--- src/rtl/swo_source_arbiter.sv ---
// Shares one byte channel between the Manchester (source 0) and UART (source 1) SWO decoders.
// Toggle-to-push conversion, per-source FIFOs, round-robin registered output, overflow/activity.
module swo_source_arbiter #(
  parameter int unsigned FifoDepth   = 4,
  parameter int unsigned IdleTimeout = 50000
) (
  input  logic       clk_i,
  input  logic       rst_ni,
  input  logic [1:0] src_enable_i,
  input  logic       manch_byte_avail_i,
  input  logic [7:0] manch_byte_i,
  input  logic       uart_byte_avail_i,
  input  logic [7:0] uart_byte_i,
  output logic       out_valid_o,
  input  logic       out_ready_i,
  output logic [7:0] out_data_o,
  output logic       out_src_o,
  input  logic       clr_ovf_i,
  output logic [1:0] ovf_o,
  output logic [1:0] active_o
);

  localparam int unsigned PtrW = $clog2(FifoDepth);
  localparam logic [PtrW:0] FullCnt = (PtrW + 1)'(FifoDepth);
  localparam logic [15:0] IdleTo = 16'(IdleTimeout);

  logic [1:0]      tog_in;
  logic [1:0][7:0] byte_in;
  logic [1:0]      tog_q;
  logic            primed_q;
  logic [1:0]      evt;
  logic [1:0]      pop;
  logic [1:0]      drop;
  logic [1:0]      nonempty;
  logic [1:0][7:0] head;

  logic       out_valid_q, out_valid_d;
  logic [7:0] out_data_q, out_data_d;
  logic       out_src_q, out_src_d;
  logic       last_grant_q, last_grant_d;
  logic [1:0] ovf_q, ovf_d;
  logic       load, grant;

  assign tog_in  = {uart_byte_avail_i, manch_byte_avail_i};
  assign byte_in = {uart_byte_i, manch_byte_i};

  // The first cycle after reset only samples the toggle levels.
  assign evt = primed_q ? (tog_in ^ tog_q) : 2'b00;

  always_ff @(posedge clk_i or negedge rst_ni) begin
    if (!rst_ni) begin
      tog_q    <= 2'b00;
      primed_q <= 1'b0;
    end else begin
      tog_q    <= tog_in;
      primed_q <= 1'b1;
    end
  end

  for (genvar i = 0; i < 2; i++) begin : g_src
    logic [PtrW-1:0] wptr_q, wptr_d, rptr_q, rptr_d;
    logic [PtrW:0]   cnt_q, cnt_d;
    logic [7:0]      mem_q [FifoDepth];
    logic [15:0]     act_cnt_q, act_cnt_d;
    logic            full, push, drop_s, hit;

    always_comb begin
      hit    = evt[i] & src_enable_i[i];
      full   = (cnt_q == FullCnt);
      push   = hit & (~full | pop[i]);
      drop_s = hit & full & ~pop[i];
      wptr_d = wptr_q;
      rptr_d = rptr_q;
      cnt_d  = cnt_q;
      if (!src_enable_i[i]) begin
        wptr_d = '0;
        rptr_d = '0;
        cnt_d  = '0;
      end else begin
        if (push) wptr_d = wptr_q + PtrW'(1);
        if (pop[i]) rptr_d = rptr_q + PtrW'(1);
        case ({push, pop[i]})
          2'b10:   cnt_d = cnt_q + (PtrW + 1)'(1);
          2'b01:   cnt_d = cnt_q - (PtrW + 1)'(1);
          default: cnt_d = cnt_q;
        endcase
      end
      act_cnt_d = act_cnt_q;
      if (hit) act_cnt_d = '0;
      else if (act_cnt_q < IdleTo) act_cnt_d = act_cnt_q + 16'd1;
    end

    always_ff @(posedge clk_i or negedge rst_ni) begin
      if (!rst_ni) begin
        wptr_q    <= '0;
        rptr_q    <= '0;
        cnt_q     <= '0;
        act_cnt_q <= IdleTo;
      end else begin
        wptr_q    <= wptr_d;
        rptr_q    <= rptr_d;
        cnt_q     <= cnt_d;
        act_cnt_q <= act_cnt_d;
      end
    end

    // Storage needs no reset; validity is tracked by cnt_q.
    always_ff @(posedge clk_i) begin
      if (push) mem_q[wptr_q] <= byte_in[i];
    end

    assign drop[i]     = drop_s;
    assign nonempty[i] = src_enable_i[i] & (cnt_q != '0);
    assign head[i]     = mem_q[rptr_q];
    assign active_o[i] = (act_cnt_q < IdleTo);
  end

  always_comb begin
    load         = ~out_valid_q | out_ready_i;
    grant        = (&nonempty) ? ~last_grant_q : nonempty[1];
    pop          = 2'b00;
    out_valid_d  = out_valid_q;
    out_data_d   = out_data_q;
    out_src_d    = out_src_q;
    last_grant_d = last_grant_q;
    if (load) begin
      if (|nonempty) begin
        pop          = grant ? 2'b10 : 2'b01;
        out_valid_d  = 1'b1;
        out_data_d   = head[grant];
        out_src_d    = grant;
        last_grant_d = grant;
      end else begin
        out_valid_d = 1'b0;
      end
    end
    // A drop in the same cycle as a clear must remain visible.
    ovf_d = (clr_ovf_i ? 2'b00 : ovf_q) | drop;
  end

  always_ff @(posedge clk_i or negedge rst_ni) begin
    if (!rst_ni) begin
      out_valid_q  <= 1'b0;
      out_data_q   <= 8'h00;
      out_src_q    <= 1'b0;
      last_grant_q <= 1'b1;
      ovf_q        <= 2'b00;
    end else begin
      out_valid_q  <= out_valid_d;
      out_data_q   <= out_data_d;
      out_src_q    <= out_src_d;
      last_grant_q <= last_grant_d;
      ovf_q        <= ovf_d;
    end
  end

  assign out_valid_o = out_valid_q;
  assign out_data_o  = out_data_q;
  assign out_src_o   = out_src_q;
  assign ovf_o       = ovf_q;

endmodule

--- config.mk ---
export PLATFORM = sky130hd
export DESIGN_NAME = swo_source_arbiter
export DESIGN_NICKNAME = d
export VERILOG_FILES = /design/src/rtl/swo_source_arbiter.sv
export SDC_FILE = /design/constraint.sdc
export NUM_CORES = 1
export LEC_CHECK = 0
export ABC_AREA = 1
export CAP_MARGIN = 5
export CORE_ASPECT_RATIO = 0.9
export CORE_UTILIZATION = 59
export CTS_CLUSTER_SIZE = 8
export DETAILED_ROUTE_END_ITERATION = 8
export PLACE_DENSITY = 0.83
export SETUP_SLACK_MARGIN = 0.02
export SLEW_MARGIN = 10
export SYNTH_ARGS = -nofsm -noshare
export SYNTH_HDL_FRONTEND = slang
export SYNTH_SLANG_ARGS = --single-unit
--- constraint.sdc ---
create_clock -name clk_i -period 2.1 [get_ports clk_i]
set_input_delay 0.315 -clock clk_i [delete_from_list [all_inputs] [get_ports clk_i]]
set_output_delay 0.315 -clock clk_i [all_outputs]
set_load 0.02 [all_outputs]
==> impl_metrics.yaml <==
synth:
  syn-num-nets: 659
  synth_edf_count: 64
  yosysMostFrequentCell: "nand2_1"
  synth_top_cell_by_area: "edfxtp_1"
  ys.flop_type: "edfxtp_1"
  synth_top_area_frac: 0.319
  seq_area_frac_synth: 0.579
  synth_cells: 623
  yosys_warnings: 0
  async_flop_share: 0.492
  synth_cell_types: 44
  synth_seq_cells: 126
  synth.area.top_cells: "edfxtp_1, dfrtp_1, nand2_1, dfstp_2, nor2_1"
  syn_area_mm2: 0.00603
  synth_common_cells: "nand2_1, nor2_1, edfxtp_1, inv_1, dfrtp_1"
  avgSynthCellArea_um2: 9.67
setup_path:
  critical_path.most_common_cell: "nand2_1"
  start_kind: "register"
  crit_fanout: 4
  path_buf_inv: 2
  cp_top_family: "simple AND/OR/NAND/NOR gates"
  crit_path_top_delay_cell: "dfrtp_2"
  arrival_ns: 2.30
  path_cells: "nor2_2, nand2_1, nand2_1, nand2_2, nand4_1, inv_1, fa_1, xor2_1, inv_1, nand3_1, nand2_1, nand3_1, nand2_1"
  max_stage_delay_ns: 0.45
  crit_required_ns: 2.40
  end_kind: "register"
  worstSetupPathType: "reg -> reg"
power_and_ir_drop:
  share_seq_of_total_power: 0.388
  power.density_mw_per_mm2: 1130
  irDropWorstVdd_uv: 925
  power_switching_w: 0.00280
  leakagePower_nw: 3.09
  power.internal_w: 0.00551
  power_frac_clock: 0.343
  comb_power_share: 0.269
  p_sw_frac: 0.337
placed_design:
  hpwl_mm: 8.88
  port_buffers: 37
  routabilityCongestion: 0.913
worst_hold_path:
  hp-class: "in -> reg"
floorplanning:
  start_util: 0.616
  dieArea_mm2: 0.0106
  fp.dieH_um: 97.9
  fp.dieW_um: 109
  num_rows: 34
  io_pins: 38
  coreArea_mm2: 0.00978
sta:
  slew_violations: 0
  hold_violations: 0
  setup_viol: 0
  max_slew_margin: 0.651
  final.period_utilization: 0.953
  fin_skew_ns: 0.00886
  tns_ns: 0
  max_freq_mhz: 500
  period_needed_ns: 2.00
  timing.hold.ws_ns: 0.410
  worst_slew_pin_slew_ns: 0.523
  rsz0062_at_grt: "yes"
job:
  drv_cap: 0
routing:
  wirelength_mm: 13.5
  dr.pass1.iters: 7
  routedWlPerCell_um: 16.0
  drcViolationCount: 0
  vias: 4753
  drt-initial-drc-count: 355
  viasPerCell: 5.64
  final_antenna_net_count: 0
cts:
  htree_levels: 4
  root_buffer: "clkbuf_16"
  cts_buffers: 17
  cts_tree: "done"
  path_clk_slew_ns: 0.06
  ctsLongestPathBuffers: 2
  clock_sinks: 126
  clk-insertion-delay-late_ns: 0.41
global_routing:
  grt_max_degree: 27
  grt_pass1_wl_mm: 22.0
  grt_overflow: 0
  globalRouteTotalUtil: 0.269
  grt_antenna_before_repair: 0
  first_global_vias: 4624
outcome:
  status: "finished, final reports clean"
finish:
  syn2layout_area_growth_pct: 22.0
  drive_above_1_share: 0.187
  diodes: 0
  finalNetCount: 740
## cells by family (layout without fill, tap and decap cells)
group / after synthesis / count (layout) / synth area share
other: 1 / 1 / 0.000622
xor gates and xnor gates: 16 / 16 / 0.0233
and+or+nand+nor: 293 / 293 / 0.219
DFF: 126 / 126 / 0.579
AOI/OAI and AO/OA: 93 / 93 / 0.0920
buffers and inverters: 82 / 176 / 0.0581
adders and majority gates: 12 / 12 / 0.0274
## what timing repair did
action / CTS / global route
hold buffers: 1 / 0
endpoints found under the setup margin: 2 / 3
pin swaps: 2 / 2
resized for setup: 6 / 6
hold endpoints to repair: 16 / 0
buffers inserted: 1 / 1
## layer usage
layer	vias up	routed length (um)	share of wire	track usage
met5	-	0	0	0
met4	0	234	0.017	0.0728
met3	24	862	0.064	0.0587
met2	180	6720	0.50	0.462
met1	2287	5640	0.42	0.344
li1	2262	-	-	-
## area by class of cell
class,count,area [um^2]
sequential,126,3490
fill,626,2430
multi-input combinational,415,2200
timing repair buffer,77,671
clock buffer,18,429
inverter,67,256
tap,126,158
clock inverter,14,148
## cells in the final DEF (no fill, tap or decap), types with 5 or more instances in the layout
| cell type | instances |
|---|---|
| o21ai_1 | 14 |
| clkdlybuf4s50_1 | 34 |
| o211ai_1 | 6 |
| xor2_1 | 16 |
| buf_4 | 38 |
| a21oi_1 | 10 |
| nor3_1 | 13 |
| nand3_1 | 28 |
| ha_1 | 10 |
| dfrtp_1 | 48 |
| inv_6 | 5 |
| inv_1 | 52 |
| o21ai_0 | 36 |
| inv_2 | 12 |
| nor2_1 | 72 |
| clkbuf_16 | 17 |
| nand3_2 | 9 |
| nand4_1 | 14 |
| clkinv_4 | 5 |
| edfxtp_1 | 64 |
| nand2_1 | 132 |
| o21ai_2 | 5 |
| o22ai_1 | 14 |
| nand2_2 | 8 |
| dfstp_2 | 13 |
## power by group through the flow
| stage | registers, W | logic, W | clock network, W |
|---|---|---|---|
| 2_1_floorplan | 0.00330 | 0.00126 | 0 |
| 3_3_place_gp | 0.00323 | 0.00204 | 0 |
| 3_5_place_dp | 0.00324 | 0.00214 | 0 |
| 4_1_cts | 0.00320 | 0.00220 | 0.00287 |
| 5_1_grt | 0.00326 | 0.00248 | 0.00297 |
| 6_report | 0.00323 | 0.00224 | 0.00285 |
## final timing paths
check,startpoint,endpoint,slack (ns),cells after the start
max,g_src[0].cnt_q[0],g_src[0].cnt_q[2],0.1,13
max in group asynchronous,rst_ni,g_src[1].act_cnt_q[6],1.07,3
min,manch_byte_avail_i,tog_q[0],0.41,1
max reg2reg,g_src[0].cnt_q[0],g_src[0].cnt_q[2],0.1,13
min reg2reg,out_src_o,out_src_o,0.48,2
min in group asynchronous,rst_ni,out_data_o[0],0.42,2
## registers in the layout (all words and copies together), names as in the netlist
signal	cells
out_src_o	1
out_valid_o	1
g_src.mem_q	64
primed_q	1
g_src.cnt_q	6
last_grant_q	1
out_data_o	8
g_src.act_cnt_q	32
ovf_o	2
g_src.wptr_q	4
tog_q	2
g_src.rptr_q	4
## metrics by stage
stage	power (W)	worst slack, ns	instance area (um^2)	utilization	cells
final	0.00831	0.0986	7350	0.752	843
after floorplan	0.00456	0.158	6030	-	623
after global routing	0.00871	-0.0595	7350	0.752	843
after global placement	0.00526	-0.141	6750	0.689	808
after detailed placement	0.00539	-0.249	6750	0.689	808
after CTS	0.00828	0.0159	7330	0.750	842
(Power assumes the default switching activity.)
